## src/rtl/lamp_dwell_timer.sv

```systemverilog
// lamp_dwell_timer
// Times the dwell of each colour shown by a downstream cyclic lamp and
// produces a one-cycle `advance` step when the dwell expires. A latched
// pedestrian request is granted at the start of a RED phase and stretches
// that RED dwell by PED_EXTRA cycles. A non-one-hot lamp code raises a
// sticky fault and is timed with the plain RED limit.
module lamp_dwell_timer #(
    parameter int unsigned RED_TICKS    = 8,
    parameter int unsigned GREEN_TICKS  = 6,
    parameter int unsigned YELLOW_TICKS = 2,
    parameter int unsigned PED_EXTRA    = 4
) (
    input  logic       clock,
    input  logic       reset,
    input  logic       enable,
    input  logic [0:2] light,
    input  logic       ped_req,
    output logic       advance,
    output logic       ped_ack,
    output logic       ped_pending,
    output logic       fault,
    output logic [3:0] count
);

    // Dwell limits, widened to 5 bits so limit-1 and the extended RED limit
    // compare without truncation.
    localparam logic [4:0] RED_LIM     = 5'(RED_TICKS);
    localparam logic [4:0] RED_EXT_LIM = 5'(RED_TICKS + PED_EXTRA);
    localparam logic [4:0] GREEN_LIM   = 5'(GREEN_TICKS);
    localparam logic [4:0] YELLOW_LIM  = 5'(YELLOW_TICKS);

    logic [3:0] count_q, count_d;
    logic       phase_start_q, phase_start_d;
    logic       pending_q, pending_d;
    logic       ack_q, ack_d;
    logic       fault_q, fault_d;
    logic       ext_q, ext_d;          // current RED dwell already extended

    logic       is_red, is_green, is_yellow, is_legal;
    logic       grant;
    logic [4:0] limit;
    logic       last_tick;

    // Decode the lamp code and select the dwell limit for this cycle.
    always_comb begin
        is_red    = (light == 3'b100);
        is_green  = (light == 3'b010);
        is_yellow = (light == 3'b001);
        is_legal  = is_red | is_green | is_yellow;

        // Grant only at a true RED phase start; an illegal code never extends.
        grant = ~reset & enable & phase_start_q & pending_q & is_red;

        if (is_green) begin
            limit = GREEN_LIM;
        end else if (is_yellow) begin
            limit = YELLOW_LIM;
        end else if (is_red && (ext_q || grant)) begin
            limit = RED_EXT_LIM;
        end else begin
            limit = RED_LIM;
        end

        // ">=" rather than "==" so a count left above a shorter limit (lamp
        // changed externally) still terminates the dwell instead of wrapping.
        last_tick = ({1'b0, count_q} >= (limit - 5'd1));
        advance   = ~reset & enable & last_tick;
    end

    // Next-state logic for the dwell counter, pedestrian latch and flags.
    always_comb begin
        count_d       = count_q;
        phase_start_d = phase_start_q;
        pending_d     = pending_q;
        ack_d         = 1'b0;
        fault_d       = fault_q;
        ext_d         = ext_q;

        if (reset) begin
            count_d       = 4'd0;
            phase_start_d = 1'b1;
            pending_d     = 1'b0;
            ack_d         = 1'b0;
            fault_d       = 1'b0;
            ext_d         = 1'b0;
        end else begin
            if (enable) begin
                count_d = advance ? 4'd0 : (count_q + 4'd1);
            end

            if (advance) begin
                phase_start_d = 1'b1;
            end else if (enable) begin
                phase_start_d = 1'b0;
            end

            // A new request in the grant cycle re-arms the latch.
            if (ped_req) begin
                pending_d = 1'b1;
            end else if (grant) begin
                pending_d = 1'b0;
            end

            ack_d = grant;

            if (advance) begin
                ext_d = 1'b0;
            end else if (grant) begin
                ext_d = 1'b1;
            end

            if (!is_legal) begin
                fault_d = 1'b1;
            end
        end
    end

    // State registers.
    always_ff @(posedge clock) begin
        count_q       <= count_d;
        phase_start_q <= phase_start_d;
        pending_q     <= pending_d;
        ack_q         <= ack_d;
        fault_q       <= fault_d;
        ext_q         <= ext_d;
    end

    assign count       = count_q;
    assign ped_pending = pending_q;
    assign ped_ack     = ack_q;
    assign fault       = fault_q;

endmodule
```

## config.mk

```make
export PLATFORM = sky130hd
export DESIGN_NAME = lamp_dwell_timer
export DESIGN_NICKNAME = d
export VERILOG_FILES = /design/src/rtl/lamp_dwell_timer.sv
export SDC_FILE = /design/constraint.sdc
export NUM_CORES = 1
export LEC_CHECK = 0
export ABC_AREA = 1
export BUFFER_PORTS_ARGS = -buffer_cell sky130_fd_sc_hd__buf_2
export CORE_AREA = 2 2 39 41
export CTS_CLUSTER_SIZE = 30
export DETAILED_ROUTE_END_ITERATION = 10
export DIE_AREA = 0 0 41 43
export SLEW_MARGIN = 10
export SYNTH_ARGS = -nofsm -noshare
export SYNTH_HDL_FRONTEND = slang
export SYNTH_SLANG_ARGS = --single-unit
```

## constraint.sdc

```tcl
create_clock -name clock -period 2.1 [get_ports clock]
set_input_delay 0.105 -clock clock [delete_from_list [all_inputs] [get_ports clock]]
set_output_delay 0.105 -clock clock [all_outputs]
set_load 0.1 [all_outputs]
```

; ---- Yosys cells after proc, flatten, opt, wreduce, memory -nomap -nowiden
; Index checks and enable logic that the tools add are counted.
[totals]
register_bits = 9
latch_bits = 0
ramBits = 0
romBits = 0
n_memories = 0
[op_classes]
addsub = 2
multipliers = 0
div = 0
n_lt_le_gt_ge = 1
eq_ne = 3
shifts = 0
mux = 6
bitwise = 8
n_reduce_logical = 4
[op_table]
columns = op, n
row1 = 2-to-1 mux 4 bit, 3
row2 = AND 1 bit, 5
row3 = >= comparator 4 x 5 -> 1 bit, 1
row4 = subtractor 5 x 1 -> 5 bit (second input constant), 1
row5 = adder 4 x 1 -> 4 bit (second input constant), 1
row6 = equality test 3 x 1 -> 1 bit (second input constant), 1
row7 = equality test 3 x 2 -> 1 bit (second input constant), 1
row8 = equality test 3 bit (second input constant), 1
row9 = 2-to-1 mux 3 bit, 1
row10 = 2-to-1 mux 1 bit, 2
row11 = OR 1 bit, 2
row12 = nonzero test 2 bit, 1
row13 = OR reduction 2 bit, 1
row14 = logical AND 1 bit, 1
row15 = logical OR 1 bit, 1
row16 = inverter 1 bit, 1

; ---- Logic depth before layout (Yosys ltp)
[logic_depth]
ltp_word = 14
ltp_mapped = 15

; ---- Least setup slack after synthesis
; No wires, ideal clock.
[synth_timing]
kind = reg-to-output
from = register pending_q (netlist: ped_pending)
to = output advance
arrival_ns = 2.692
required_time_ns = 1.995
path_slack_ns = -0.697
stages_incl_launch_ff = 14
path_buffers = 0
path_cell_list = dfxtp_1 -> nand2_1 -> nor2_2 -> o21ai_0 -> nand2_1 -> ha_1 -> inv_1 -> ha_1 -> nand2_1 -> inv_1 -> nand2_1 -> nand2_1 -> nand2_1 -> inv_1
[synth_via]
elab_chain_cells = 10
[synth_lines]
columns = item, line
row1 = start: declaration, 34  ; logic pending_q, pending_d;
row2 = start signal: assignment, 122  ; pending_q <= pending_d;
row3 = AND 1 bit (2 in a row), 52  ; grant = ~reset & enable & phase_start_q & pending_q & is_red;
row4 = logical OR 1 bit, 58  ; end else if (is_red && (ext_q || grant)) begin
row5 = logical AND 1 bit, 58
row6 = 2-to-1 mux 3 bit, 58
row7 = 2-to-1 mux 4 bit, 56  ; end else if (is_yellow) begin
row8 = 2-to-1 mux 4 bit, 54  ; if (is_green) begin
row9 = subtractor 5 x 1 -> 5 bit, 66  ; last_tick = ({1'b0, count_q} >= (limit - 5'd1));
row10 = >= comparator 4 x 5 -> 1 bit, 66
row11 = AND 1 bit, 67  ; advance = ~reset & enable & last_tick;
row12 = end: declaration, 18  ; output logic advance,
; No other way between the ends.

; ---- Worst setup path in the final report
; Ends and elaborated chain as after synthesis.

==> results.py <==
metrics = {
    "grt": {
        "grt_util_met2_pct": 19.7,
        "grt_max_degree": 6,
        "antenna_found_initial": 0,
        "gr-total-overflow": 0,
        "grt_pass1_vias": 408,
        "grtUsageMet1_pct": 16.0,
        "track_usage_pct": 13.2,
        "grt.met3_usage_pct": 5.24,
        "busiest_layer": "met2",
        "grt_pass1_wl_um": 1570,
    },
    "clocking": {
        "clock_path_buffers": 2,
        "cts-root-buf": "clkbuf_4",
        "cts_tree": "done",
        "cts_sinks": 9,
        "clk_latency_ps": 260,
        "clk_pin_slew_ps": 60,
        "cts_buffers": 3,
        "htreeDepth": 1,
    },
    "setup_path": {
        "cp-start-kind": "flip-flop",
        "crit_fanout": 3,
        "crit_chain": "nand2_4 > nor2_4 > o21ai_1 > nand2_1 > ha_1 > inv_2 > ha_4 > nand2_1 > inv_1 > nand2_2 > nand2_2 > nand2_4 > clkinvlp_4 > buf_12",
        "arrival_ps": 2030,
        "r2r_start": "ped_pending",
        "end_kind": "primary output",
        "cpMaxStageDelayCell": "dfxtp_4",
        "rrSetupSlack_ps": 180,
        "cp.required_ps": 2000,
        "critical_path.startpoint": "ped_pending",
        "worst_path_largest_cell_delay_ps": 350,
        "worstSetupPathType": "flip-flop to primary output",
    },
    "layout": {
        "finalNonFillerCells": 107,
        "drive_gt1_share_pct": 49.5,
        "area_growth_pct": 42.3,
        "num_antenna_cells": 0,
        "utilization_pct": 51.7,
        "fillCellCount": 158,
        "multi_input_area_um2": 319,
        "nets": 104,
        "seq_area_um2": 189,
    },
    "timing": {
        "rsz0062_at_grt": "yes",
        "setup_viol": 1,
        "slew_viol_final": 0,
        "tightest_slew_ps": 487,
        "maxSlewHeadroom_pct": 67.8,
        "fin_ws_ps": -31.8,
        "fin_worst_skew_ps": 0.939,
        "period_share_pct": 102,
        "fmax_mhz": 469,
        "min_period_ps": 2130,
        "hold_violations": 0,
    },
    "power": {
        "p_leak_nw": 0.384,
        "p_sw_mw": 0.164,
        "vdd_ir_drop_max_mv": 0.299,
        "intPower_mw": 0.284,
        "pwr_density_cell_nw_per_um2": 625,
        "p_sw_share_pct": 36.6,
        "clock_power_share_pct": 31.1,
        "seq_power_share_pct": 42.2,
        "power_frac_comb_pct": 26.7,
    },
    "placement": {
        "place_hpwl_um": 756,
        "routabilityCongestion": 0.721,
        "numPortBuffers": 14,
        "placed_cells": 101,
        "place_ws_ps": 171,
    },
    "floorplan": {
        "die_h_um": 43,
        "die_x_um": 41,
        "start_util_pct": 36.3,
        "row_count": 14,
        "core_area_um2": 1380,
        "die_area_um2": 1760,
        "io_pins": 15,
    },
    "drt": {
        "wire_per_inst_um": 9.36,
        "wl_um": 1000,
        "drtPass1Iterations": 4,
        "drc": 0,
        "first_iter_violations": 4,
        "vias": 485,
        "vias_per_cell": 4.53,
        "detail-route-antenna-nets": 0,
    },
    "synthesis": {
        "synth_cell_types": 15,
        "netlist_area_um2": 503,
        "syn_area_per_cell_um2": 7.08,
        "yosys_warnings": 0,
        "ys_ff_latch": 9,
        "syn_nets": 83,
        "synth-seq-area-share_pct": 35.8,
        "syn_inst": 71,
    },
    "hold_path": {
        "min_from": "reset",
        "hold_path_class": "input port to flip-flop",
    },
    "flow_run": {
        "cap_violations": 0,
    },
    "outcome": {
        "violations": "negative setup slack",
        "status": "finished, violations left",
    },
}
==> per-layer routing <==
metal,part of all wire (%),wire length [µm],up-vias
met5,0,0,-
met4,2.2,22,0
met3,4.8,48,2
met2,48,477,9
met1,45,453,215
li1,-,-,259
==> synth_stat cells <==
cell type	count	share of area (%)
inv_2	3	2.2
nand3_1	6	6.0
clkinv_2	1	0.99
ha_1	5	12
xor2_1	1	1.7
nand2_2	3	3.7
xnor2_1	1	1.7
nand2_1	17	13
inv_1	11	8.2
a21oi_1	4	4.0
o21ai_0	1	0.99
dfxtp_1	9	36
o21ai_1	1	0.99
nor2_1	3	2.2
nor2_2	5	6.2
==> area by class of cell <==
class                           instances  area share, %
Timing Repair Buffer                   16           14.0
Sequential cell                         9           26.4
Multi-Input combinational cell         47           44.6
Clock buffer                            4           3.67
Tap cell                               16           2.80
Inverter                               15           8.57
==> placed cells by master (no fill, tap or decap), types with 4 or more instances in the layout <==
cell / n
inv_1: 9
inv_2: 4
nand2_1: 13
buf_2: 13
nand2_2: 5
nand3_1: 6
nor2_2: 4
dfxtp_1: 4
dfxtp_2: 4
==> logic make-up after synthesis <==
group / after synthesis / synth area share (%)
adders and majority gates: 5 / 12.4
AOI/OAI and AO/OA: 6 / 5.97
xor gates and xnor gates: 2 / 3.48
buffers and inverters: 15 / 11.4
and+or+nand+nor: 34 / 30.8
DFF: 9 / 35.8
==> what timing repair did <==
item,CTS,global route
hold buffers,0,0
gates resized for setup,1,10
pin swaps,1,8
buffers inserted,2,0
endpoints found under the setup margin,1,2
==> flip-flops by register name, indices dropped and copies added, names as in the netlist <==
register,cells
count,4
ext_q,1
fault,1
ped_ack,1
ped_pending,1
phase_start_q,1
==> stage by stage <==
stage	setup TNS [ps]	cell area, µm²	hold WS [ps]	total power [mW]
2_1_floorplan	-35.3	523	164	0.278
3_3_place_gp	0	628	311	0.300
3_5_place_dp	0	628	314	0.302
4_1_cts	-76.6	669	36.4	0.441
5_1_grt	-174	716	37.7	0.470
6_report	-31.8	716	35.6	0.447
==> worst max-delay path, delay by kind of cell, from the launching register on <==
family	cells	cell delay, ps
adders and majority gates	2	480
and+or+nand+nor	7	440
buffers and inverters	4	370
DFF	1	350
AOI/OAI and AO/OA	1	120
==> power groups by stage <==
stage	logic (mW)	registers, mW	clock network (mW)
2_1_floorplan	0.0376	0.240	0
3_3_place_gp	0.109	0.191	0
3_5_place_dp	0.111	0.191	0
4_1_cts	0.113	0.187	0.140
5_1_grt	0.129	0.190	0.151
6_report	0.119	0.189	0.139
==> worst paths after layout <==
| kind | endpoint | cells after the start |
|---|---|---|
| hold reg to reg | fault | 2 |
| setup reg to reg | count[3] | 15 |
| hold / removal | ped_pending | 2 |
| setup / recovery | advance | 14 |
Power figures use the tool's default switching activity.
